[config.mk]
export PLATFORM = sky130hd
export DESIGN_NAME = seq_logic_unit
export DESIGN_NICKNAME = d
export VERILOG_FILES = /design/src/rtl/alu_pkg.sv /design/src/rtl/seq_logic_unit_slice.sv /design/src/rtl/seq_logic_unit.sv
export SDC_FILE = /design/constraint.sdc
export NUM_CORES = 1
export LEC_CHECK = 0
export CORE_UTILIZATION = 45
export CTS_BUF_LIST = sky130_fd_sc_hd__clkbuf_8
export DETAILED_ROUTE_END_ITERATION = 10
export GPL_TIMING_DRIVEN = 0
export PLACE_DENSITY = 0.71
export SLEW_MARGIN = 30
export SYNTH_ARGS = -nofsm -noshare
export SYNTH_HDL_FRONTEND = slang
export SYNTH_HIERARCHICAL = 1
export SYNTH_SLANG_ARGS = --single-unit
[constraint.sdc]
create_clock -name clk -period 4.3 [get_ports clk]
set_input_delay 0.86 -clock clk [delete_from_list [all_inputs] [get_ports clk]]
set_output_delay 0.86 -clock clk [all_outputs]
set_load 0.01 [all_outputs]
[src/rtl/alu_pkg.sv]
// Shared ALU definitions: logic-op encodings and the sequencer state type
// used by seq_logic_unit.
package alu_pkg;

    typedef enum logic [1:0] {
        LOGIC_AND = 2'b00,
        LOGIC_OR  = 2'b01,
        LOGIC_XOR = 2'b10,
        LOGIC_NOR = 2'b11
    } op_t;

    typedef enum logic [1:0] {
        ST_IDLE = 2'b00,
        ST_RUN  = 2'b01,
        ST_DONE = 2'b10
    } state_t;

endpackage

[src/rtl/seq_logic_unit_slice.sv]
// logic_slice: purely combinational bitwise operation on one SLICE-bit
// operand pair. One instance is shared across all slices of a word.
module logic_slice
    import alu_pkg::*;
#(
    parameter int SLICE = 8
) (
    input  op_t              op,
    input  logic [SLICE-1:0] a,
    input  logic [SLICE-1:0] b,
    output logic [SLICE-1:0] y
);

    // Select the bitwise function for the current slice
    always_comb begin
        y = '0;
        case (op)
            LOGIC_AND: y = a & b;
            LOGIC_OR:  y = a | b;
            LOGIC_XOR: y = a ^ b;
            LOGIC_NOR: y = ~(a | b);
            default:   y = '0;
        endcase
    end

endmodule

[src/rtl/seq_logic_unit.sv]
// seq_logic_unit: slice-serial AND/OR/XOR/NOR unit. Operands are captured on
// an in_valid/in_ready handshake, SLICE bits are processed per cycle, and the
// result with a zero flag is held until out_valid/out_ready completes.
// Optional parity output/flag enabled by defining SEQ_LOGIC_PARITY_EN.
module seq_logic_unit
    import alu_pkg::*;
#(
    parameter int WIDTH = 32,
    parameter int SLICE = 8
) (
    input  logic             clk,
    input  logic             reset,
    input  logic             in_valid,
    output logic             in_ready,
    input  logic [1:0]       op,
    input  logic [WIDTH-1:0] A,
    input  logic [WIDTH-1:0] B,
    output logic             out_valid,
    input  logic             out_ready,
    output logic [WIDTH-1:0] Y,
    output logic             zero
`ifdef SEQ_LOGIC_PARITY_EN
    ,
    output logic             parity
`endif
);

    localparam int NSLICE = WIDTH / SLICE;
    localparam int CW     = (NSLICE > 1) ? $clog2(NSLICE) : 1;

    if ((SLICE < 1) || ((WIDTH % SLICE) != 0)) begin : g_bad_params
        $error("seq_logic_unit: WIDTH must be a non-zero multiple of SLICE");
    end

    state_t           state;
    logic [CW-1:0]    cnt;
    logic [WIDTH-1:0] a_q;
    logic [WIDTH-1:0] b_q;
    op_t              op_q;
    logic             zero_acc;
    logic [31:0]      base;
    logic [SLICE-1:0] a_sl;
    logic [SLICE-1:0] b_sl;
    logic [SLICE-1:0] res_sl;
    logic             last_slice;
`ifdef SEQ_LOGIC_PARITY_EN
    logic             parity_acc;
`endif

    assign in_ready   = (state == ST_IDLE);
    assign base       = 32'(cnt) * 32'(SLICE);
    assign a_sl       = a_q[base +: SLICE];
    assign b_sl       = b_q[base +: SLICE];
    assign last_slice = (cnt == CW'(NSLICE - 1));

    logic_slice #(.SLICE(SLICE)) u_slice (
        .op (op_q),
        .a  (a_sl),
        .b  (b_sl),
        .y  (res_sl)
    );

    // Sequencer: capture operands, walk the slices, hold result until taken
    always_ff @(posedge clk or posedge reset) begin
        if (reset) begin
            state     <= ST_IDLE;
            cnt       <= '0;
            a_q       <= '0;
            b_q       <= '0;
            op_q      <= LOGIC_AND;
            Y         <= '0;
            zero      <= 1'b0;
            zero_acc  <= 1'b0;
            out_valid <= 1'b0;
`ifdef SEQ_LOGIC_PARITY_EN
            parity     <= 1'b0;
            parity_acc <= 1'b0;
`endif
        end else begin
            case (state)
                ST_IDLE: begin
                    if (in_valid) begin
                        a_q      <= A;
                        b_q      <= B;
                        op_q     <= op_t'(op);
                        Y        <= '0;
                        cnt      <= '0;
                        zero     <= 1'b0;
                        zero_acc <= 1'b0;
`ifdef SEQ_LOGIC_PARITY_EN
                        parity     <= 1'b0;
                        parity_acc <= 1'b0;
`endif
                        state    <= ST_RUN;
                    end
                end
                ST_RUN: begin
                    Y[base +: SLICE] <= res_sl;
                    zero_acc         <= zero_acc | (|res_sl);
`ifdef SEQ_LOGIC_PARITY_EN
                    parity_acc       <= parity_acc ^ (^res_sl);
`endif
                    if (last_slice) begin
                        // Flags fold in the final slice directly since the
                        // accumulators only update at this same edge.
                        zero      <= ~(zero_acc | (|res_sl));
`ifdef SEQ_LOGIC_PARITY_EN
                        parity    <= parity_acc ^ (^res_sl);
`endif
                        cnt       <= '0;
                        out_valid <= 1'b1;
                        state     <= ST_DONE;
                    end else begin
                        cnt <= cnt + CW'(1);
                    end
                end
                ST_DONE: begin
                    if (out_ready) begin
                        out_valid <= 1'b0;
                        state     <= ST_IDLE;
                    end
                end
                default: begin
                    state <= ST_IDLE;
                end
            endcase
        end
    end

endmodule

==> results of run 1 <==
==> final cells by class <==
class / count / area [um^2]
clock inverter: 6 / 83.8
timing repair buffer: 105 / 1070
tap: 143 / 179
fill: 914 / 4670
multi-input combinational: 200 / 2400
inverter: 22 / 87.6
sequential: 105 / 2630
buffer: 18 / 218
clock buffer: 10 / 138
==> power groups by stage <==
| stage | Clock, W | Combinational [W] | Sequential (W) |
|---|---|---|---|
| 3_3_place_gp | 0 | 0.00275 | 0.00166 |
| 4_1_cts | 0.000680 | 0.00286 | 0.00167 |
| 3_5_place_dp | 0 | 0.00284 | 0.00169 |
| 5_1_grt | 0.000721 | 0.00307 | 0.00172 |
| 6_report | 0.000671 | 0.00283 | 0.00167 |
| 2_1_floorplan | 0 | 0.00209 | 0.00162 |
==> logic make-up after synthesis <==
| family | Yosys count | synth area share, % |
|---|---|---|
| fa+ha+maj | 22 | 5.17 |
| flops | 105 | 49.3 |
| xor+xnor | 8 | 1.32 |
| simple gates | 26 | 3.12 |
| compound gates | 45 | 6.84 |
| mux | 99 | 28.6 |
| buf+inv | 40 | 5.64 |
==> per-layer routing <==
| metal | vias up | global-route usage (%) | share of wire [%] |
|---|---|---|---|
| li1 | 1483 | - | - |
| met1 | 1657 | 25.8 | 46 |
| met2 | 100 | 31.6 | 50 |
| met3 | 6 | 4.05 | 4.3 |
| met4 | 0 | 4.09 | 0.43 |
| met5 | - | 0 | 0 |
==> flip-flops by register name (all words and copies together), names as in the netlist <==
name,cells
Y,32
a_q,32
b_q,32
cnt,2
op_q,2
state,2
out_valid,1
zero,1
zero_acc,1
==> per-stage QoR <==
stage	setup slack, ns	hold slack (ns)	util [%]	instances
2_1_floorplan	0.679	0.432	-	345
3_3_place_gp	-0.725	0.477	57.1	592
3_5_place_dp	0.973	0.489	57.4	593
4_1_cts	0.918	0.506	59.3	609
5_1_grt	0.765	0.528	59.3	609
6_report	1.03	0.497	59.3	609
==> path summary, 6_finish.rpt <==
kind                            endpoint  slack (ns)
worst max-delay path                zero        1.03
worst min-delay path                zero        0.50
worst max register to register      zero        1.03
worst min register to register      zero        0.50
max in group asynchronous           Y[1]        2.76
min in group asynchronous         a_q[4]        0.90
==> layout by cell type (no fill, tap or decap), types with 2 or more instances in the layout <==
cell / instances
nor4_2: 2
a22o_1: 32
nand2b_1: 4
buf_12: 7
xor2_1: 8
a21o_1: 5
ha_1: 22
nand3_1: 2
nor2_1: 3
clkbuf_8: 10
dfrtp_1: 105
mux4_2: 16
mux2_4: 66
a21oi_1: 2
o21ai_0: 4
inv_1: 23
bufinv_16: 2
nand2_1: 9
mux2i_1: 17
clkdlybuf4s50_1: 104
buf_2: 4
buf_6: 4
nor4_1: 2
==> results.py, run 1 <==
metrics = {
    "floorplanning": {
        "boundaryPins": 105,
        "rows": 39,
        "initial_utilization_pct": 46.4,
        "core_area_um2": 11500,
        "die-area_um2": 12300,
        "die-height_um": 111,
        "die_w_um": 111,
    },
    "final_layout": {
        "n_antenna_cell": 0,
        "final_cell_area_um2": 6800,
        "nets": 553,
        "layout-drive-gt1-share_pct": 25.3,
        "area_growth_pct": 27.7,
    },
    "timing": {
        "fin_tns_setup_ns": 0,
        "final_hold_viol_count": 0,
        "setup_viol": 0,
        "worst_slew_pin_slew_ns": 0.804,
        "slew_viol_final": 0,
        "slew_headroom_pct": 46.0,
        "finalCritPeriodShare_pct": 76.1,
        "fin_crit_ns": 3.27,
        "fmaxAchievable_mhz": 306,
        "finClkSkew_ns": 0.0122,
        "rsz0062_at_grt": "no",
    },
    "logic_synthesis": {
        "synth.distinct_cells": 29,
        "synth_flop_cell": "dfrtp_1",
        "synth_warnings": 6,
        "yosysTopAreaCellShare_pct": 49.3,
        "synth.area.top_cells": "dfrtp_1 49%, mux2_4 19%, mux4_2 6.8%",
        "avgSynthCellArea_um2": 15.4,
        "async_flop_share_pct": 100,
        "seq_area_frac_synth_pct": 49.3,
        "yosysMostFrequentCell": "dfrtp_1",
        "synth_edf_count": 0,
        "synthTopCellsByCount": "105 x dfrtp_1, 66 x mux2_4, 32 x a22o_1, 22 x ha_1, 22 x inv_1",
        "yosys.area.top_type": "dfrtp_1",
        "synth_nets": 437,
        "ys_ff_latch": 105,
        "syn_area_um2": 5330,
        "synth_cells": 345,
    },
    "setup_path": {
        "required_ns": 4.56,
        "end_kind": "flip-flop",
        "path_depth": 10,
        "worstPathCellList": "buf_2, buf_1, mux4_2, inv_1, ha_1, mux2i_1, mux2i_1, nor4_1, nand2_1, o41ai_1",
        "worstPathMaxFanout": 10,
        "crit_family": "buffers and inverters",
        "crit_path_start_kind": "flip-flop",
        "path_buf_inv": 3,
        "r2r_cells": 10,
        "cpMostUsedCell": "mux2i_1",
        "cp_slowest_stage_delay_ns": 0.58,
        "worstSetupPathType": "flip-flop to flip-flop",
        "worstPathArrival_ns": 3.54,
        "crit_start": "cnt[1]",
        "r2r-start": "cnt[1]",
        "crit_slowest_cell": "buf_1",
    },
    "power_and_ir_drop": {
        "power.leakage_nw": 3.23,
        "sw_frac_of_total_pct": 36.9,
        "p_switching_w": 0.00191,
        "design_power_total_w": 0.00517,
        "ir_drop_mv": 0.302,
        "p_seq_share_pct": 32.3,
        "p_comb_share_pct": 54.8,
        "intPower_w": 0.00326,
        "power_density_nw_per_um2": 761,
        "power.share.clock_pct": 13.0,
    },
    "clocking": {
        "clk_latency_ns": 0.36,
        "postCtsSetupBuffers": 0,
        "cts_buffers": 9,
        "cts_root_buf": "clkbuf_8",
        "cts_tree": "yes",
        "htreeDepth": 3,
        "numClockSinks": 105,
        "post_cts_resized": 0,
        "holdBufCountCts": 0,
        "clock_path_buffers": 2,
        "cts.clk_slew.worst_paths_ns": 0.10,
    },
    "place": {
        "routabilityCongestion": 0.749,
        "hpwl_mm": 8.47,
        "placed_cell_area_um2": 6580,
        "port_buffers": 104,
    },
    "routing": {
        "ant_nets": 0,
        "via_per_inst": 5.33,
        "first_pass_iters": 4,
        "first_iter_violations": 128,
        "wire_per_inst_um": 18.5,
        "drcViolationCount": 0,
        "dr_total_vias": 3246,
        "drt-total-wl_mm": 11.2,
    },
    "min_path": {
        "holdPathStages": 1,
        "hold_path_class": "flip-flop to flip-flop",
        "min_from": "zero_acc",
    },
    "global_route": {
        "grt_pass1_wl_mm": 18.2,
        "grt_max_degree": 54,
        "antenna_found_initial": 0,
        "grt_usage_pct": 19.1,
        "overflow": 0,
        "first_global_vias": 3369,
    },
    "run_status": {
        "status": "completed",
    },
    "job": {
        "cap_violations": 0,
    },
}
No activity file was read; power rests on OpenSTA's default activity.
==> run 2, diff against run 1 <==
==> constraint.sdc (replaced) <==
create_clock -name clk -period 3.3 [get_ports clk]
set_input_delay 0.66 -clock clk [delete_from_list [all_inputs] [get_ports clk]]
set_output_delay 0.66 -clock clk [all_outputs]
set_load 0.01 [all_outputs]
==> run 2 against run 1 <==
  * Worst hold slack better by 0.0022 ns
  * Power up 30%
  * Clock-buffer cell count unchanged
  * Flip-flop and latch count is the same
  * First-iteration DRC count fell by 45%
  * Sequential share of layout area shrank 0.39 points
  * Register-to-register slack got worse by 0.77 ns
  * Highest routed layer unchanged
  * Critical path type unchanged
  * Utilization is 0.60 points higher
  * Critical endpoint unchanged
  * Combinational power is 31% higher
  * Clock skew rose by 0.0069 ns
  * Largest power group unchanged
  * Non-clock buffer count is 3 higher
  * Maximum frequency up 7.4%
==> results.py, run 2 (synthesis gave the netlist of run 1 again) <==
metrics = {
    "run_status": {
        "status": "completed",
    },
    "floorplanning": {
        "die-area_um2": 12300,
        "rows": 39,
        "boundaryPins": 105,
        "die-height_um": 111,
        "core_area_um2": 11500,
        "die_w_um": 111,
        "initial_utilization_pct": 46.4,
    },
    "place": {
        "port_buffers": 104,
        "hpwl_mm": 8.75,
        "preCtsSetupSlack_ns": -0.0283,
        "routabilityCongestion": 0.770,
        "placed_cell_area_um2": 6650,
        "dp_cells": 596,
    },
    "setup_path": {
        "required_ns": 3.56,
        "crit_slowest_cell": "mux4_2",
        "r2r-start": "cnt[0]",
        "cp_slowest_stage_delay_ns": 0.58,
        "worstSetupPathType": "flip-flop to flip-flop",
        "ff2ff_setup_slack_ns": 0.25,
        "crit_family": "multiplexers",
        "path_buf_inv": 2,
        "cpMostUsedCell": "mux2i_1",
        "worstPathMaxFanout": 10,
        "crit_start": "cnt[0]",
        "worstPathArrival_ns": 3.30,
        "crit_path_start_kind": "flip-flop",
        "end_kind": "flip-flop",
        "worstPathCellList": "buf_2, mux4_2, inv_1, ha_1, mux2i_1, mux2i_1, nor4_1, nand2_1, o41ai_1",
    },
    "routing": {
        "ant_nets": 0,
        "drcViolationCount": 0,
        "first_pass_iters": 4,
        "dr_total_vias": 3254,
        "via_per_inst": 5.32,
        "drt-total-wl_mm": 11.4,
        "wire_per_inst_um": 18.6,
        "first_iter_violations": 70,
    },
    "timing": {
        "slew_headroom_pct": 47.2,
        "fmaxAchievable_mhz": 328,
        "finalCritPeriodShare_pct": 92.3,
        "finClkSkew_ns": 0.0192,
        "fin_crit_ns": 3.05,
        "setup_viol": 0,
        "final_hold_viol_count": 0,
        "worst_slew_pin_slew_ns": 0.785,
        "rsz0062_at_grt": "no",
        "slew_viol_final": 0,
        "finalWorstSetupSlack_ns": 0.255,
    },
    "final_layout": {
        "nets": 556,
        "register_area_um2": 2630,
        "multi_input_area_um2": 2400,
        "fillCellCount": 917,
        "n_antenna_cell": 0,
        "instances_no_fill": 612,
        "final_cell_mix": "105 x dfrtp_1, 104 x clkdlybuf4s50_1, 66 x mux2_4, 32 x a22o_1, 22 x ha_1",
        "area_growth_pct": 29.0,
        "layout-drive-gt1-share_pct": 26.4,
        "top_regs": "Y (32), a_q (32), b_q (32)",
        "final_cell_area_um2": 6870,
        "final_common_cell": "dfrtp_1",
    },
    "global_route": {
        "overflow": 0,
        "antenna_found_initial": 0,
        "global_route.usage.met3_pct": 3.99,
        "grt_max_degree": 31,
        "gr-usage-met2_pct": 32.8,
        "grt_pass1_wl_mm": 18.4,
        "first_global_vias": 3439,
        "grtUsageMet1_pct": 25.5,
        "grt_usage_pct": 19.2,
        "top_usage_layer": "met2",
    },
    "clocking": {
        "numClockSinks": 105,
        "clock_path_buffers": 2,
        "postCtsSetupBuffers": 0,
        "cts_buffers": 9,
        "cts_root_buf": "clkbuf_8",
        "htreeDepth": 3,
        "holdBufCountCts": 0,
        "cts_tree": "yes",
        "cts.clk_slew.worst_paths_ns": 0.11,
        "clk_latency_ns": 0.37,
    },
    "min_path": {
        "min_from": "zero_acc",
        "hold_path_class": "flip-flop to flip-flop",
    },
    "power_and_ir_drop": {
        "design_power_total_w": 0.00672,
        "ir_drop_mv": 0.386,
        "power_density_nw_per_um2": 978,
        "power.leakage_nw": 3.26,
    },
    "job": {
        "cap_violations": 0,
    },
}
[run 2: cell types whose count changed in the layout (fill, tap and decap cells not counted), sizes merged]
| cell | delta |
|---|---|
| clkinvlp | +1 |
| bufinv | -1 |
| buf | +2 |
| clkinv | +1 |
| clkbuf | +1 |
| inv | -1 |
[run 2: final cells by class]
type                            count  share of cell area [%]
Clock buffer                       10                    2.00
Tap cell                          143                    2.61
Sequential cell                   105                    38.3
Multi-Input combinational cell    200                    34.9
Buffer                             18                    3.22
Clock inverter                      6                    1.09
Inverter                           22                    1.26
Timing Repair Buffer              108                    16.7
[run 2: final timing paths]
check                           endpoint  cells past startpoint
worst max-delay path                zero                      9
worst min-delay path                zero                      1
worst max register to register      zero                      9
worst min register to register      zero                      1
max in group asynchronous         b_q[4]                      4
min in group asynchronous        a_q[12]                      2
[run 2: power breakdown]
group	switching (W)	internal, W	total, W
clock network	0.000466	0.000383	0.000849
logic	0.00172	0.00198	0.00370
registers	0.000332	0.00183	0.00216
total	0.00252	0.00420	0.00672
[run 2: per-layer routing]
| metal | vias up | part of all wire, % |
|---|---|---|
| met5 | - | 0 |
| met4 | 0 | 0.55 |
| met3 | 7 | 4.1 |
| met2 | 87 | 50 |
| met1 | 1676 | 46 |
| li1 | 1484 | - |
[run 2: through the flow]
stage | util [%] | hold slack (ns) | setup TNS, ns
6_report | 59.9 | 0.499 | 0
5_1_grt | 59.9 | 0.510 | 0
4_1_cts | 59.9 | 0.498 | 0
3_5_place_dp | 58.0 | 0.483 | -0.0283
3_3_place_gp | 57.1 | 0.472 | 0
2_1_floorplan | - | 0.432 | 0
[run 2: timing repair]
action | in CTS | in global routing
endpoints found under the setup margin | 1 | 1
hold endpoints to repair | 0 | 0
resized for setup | 1 | 1
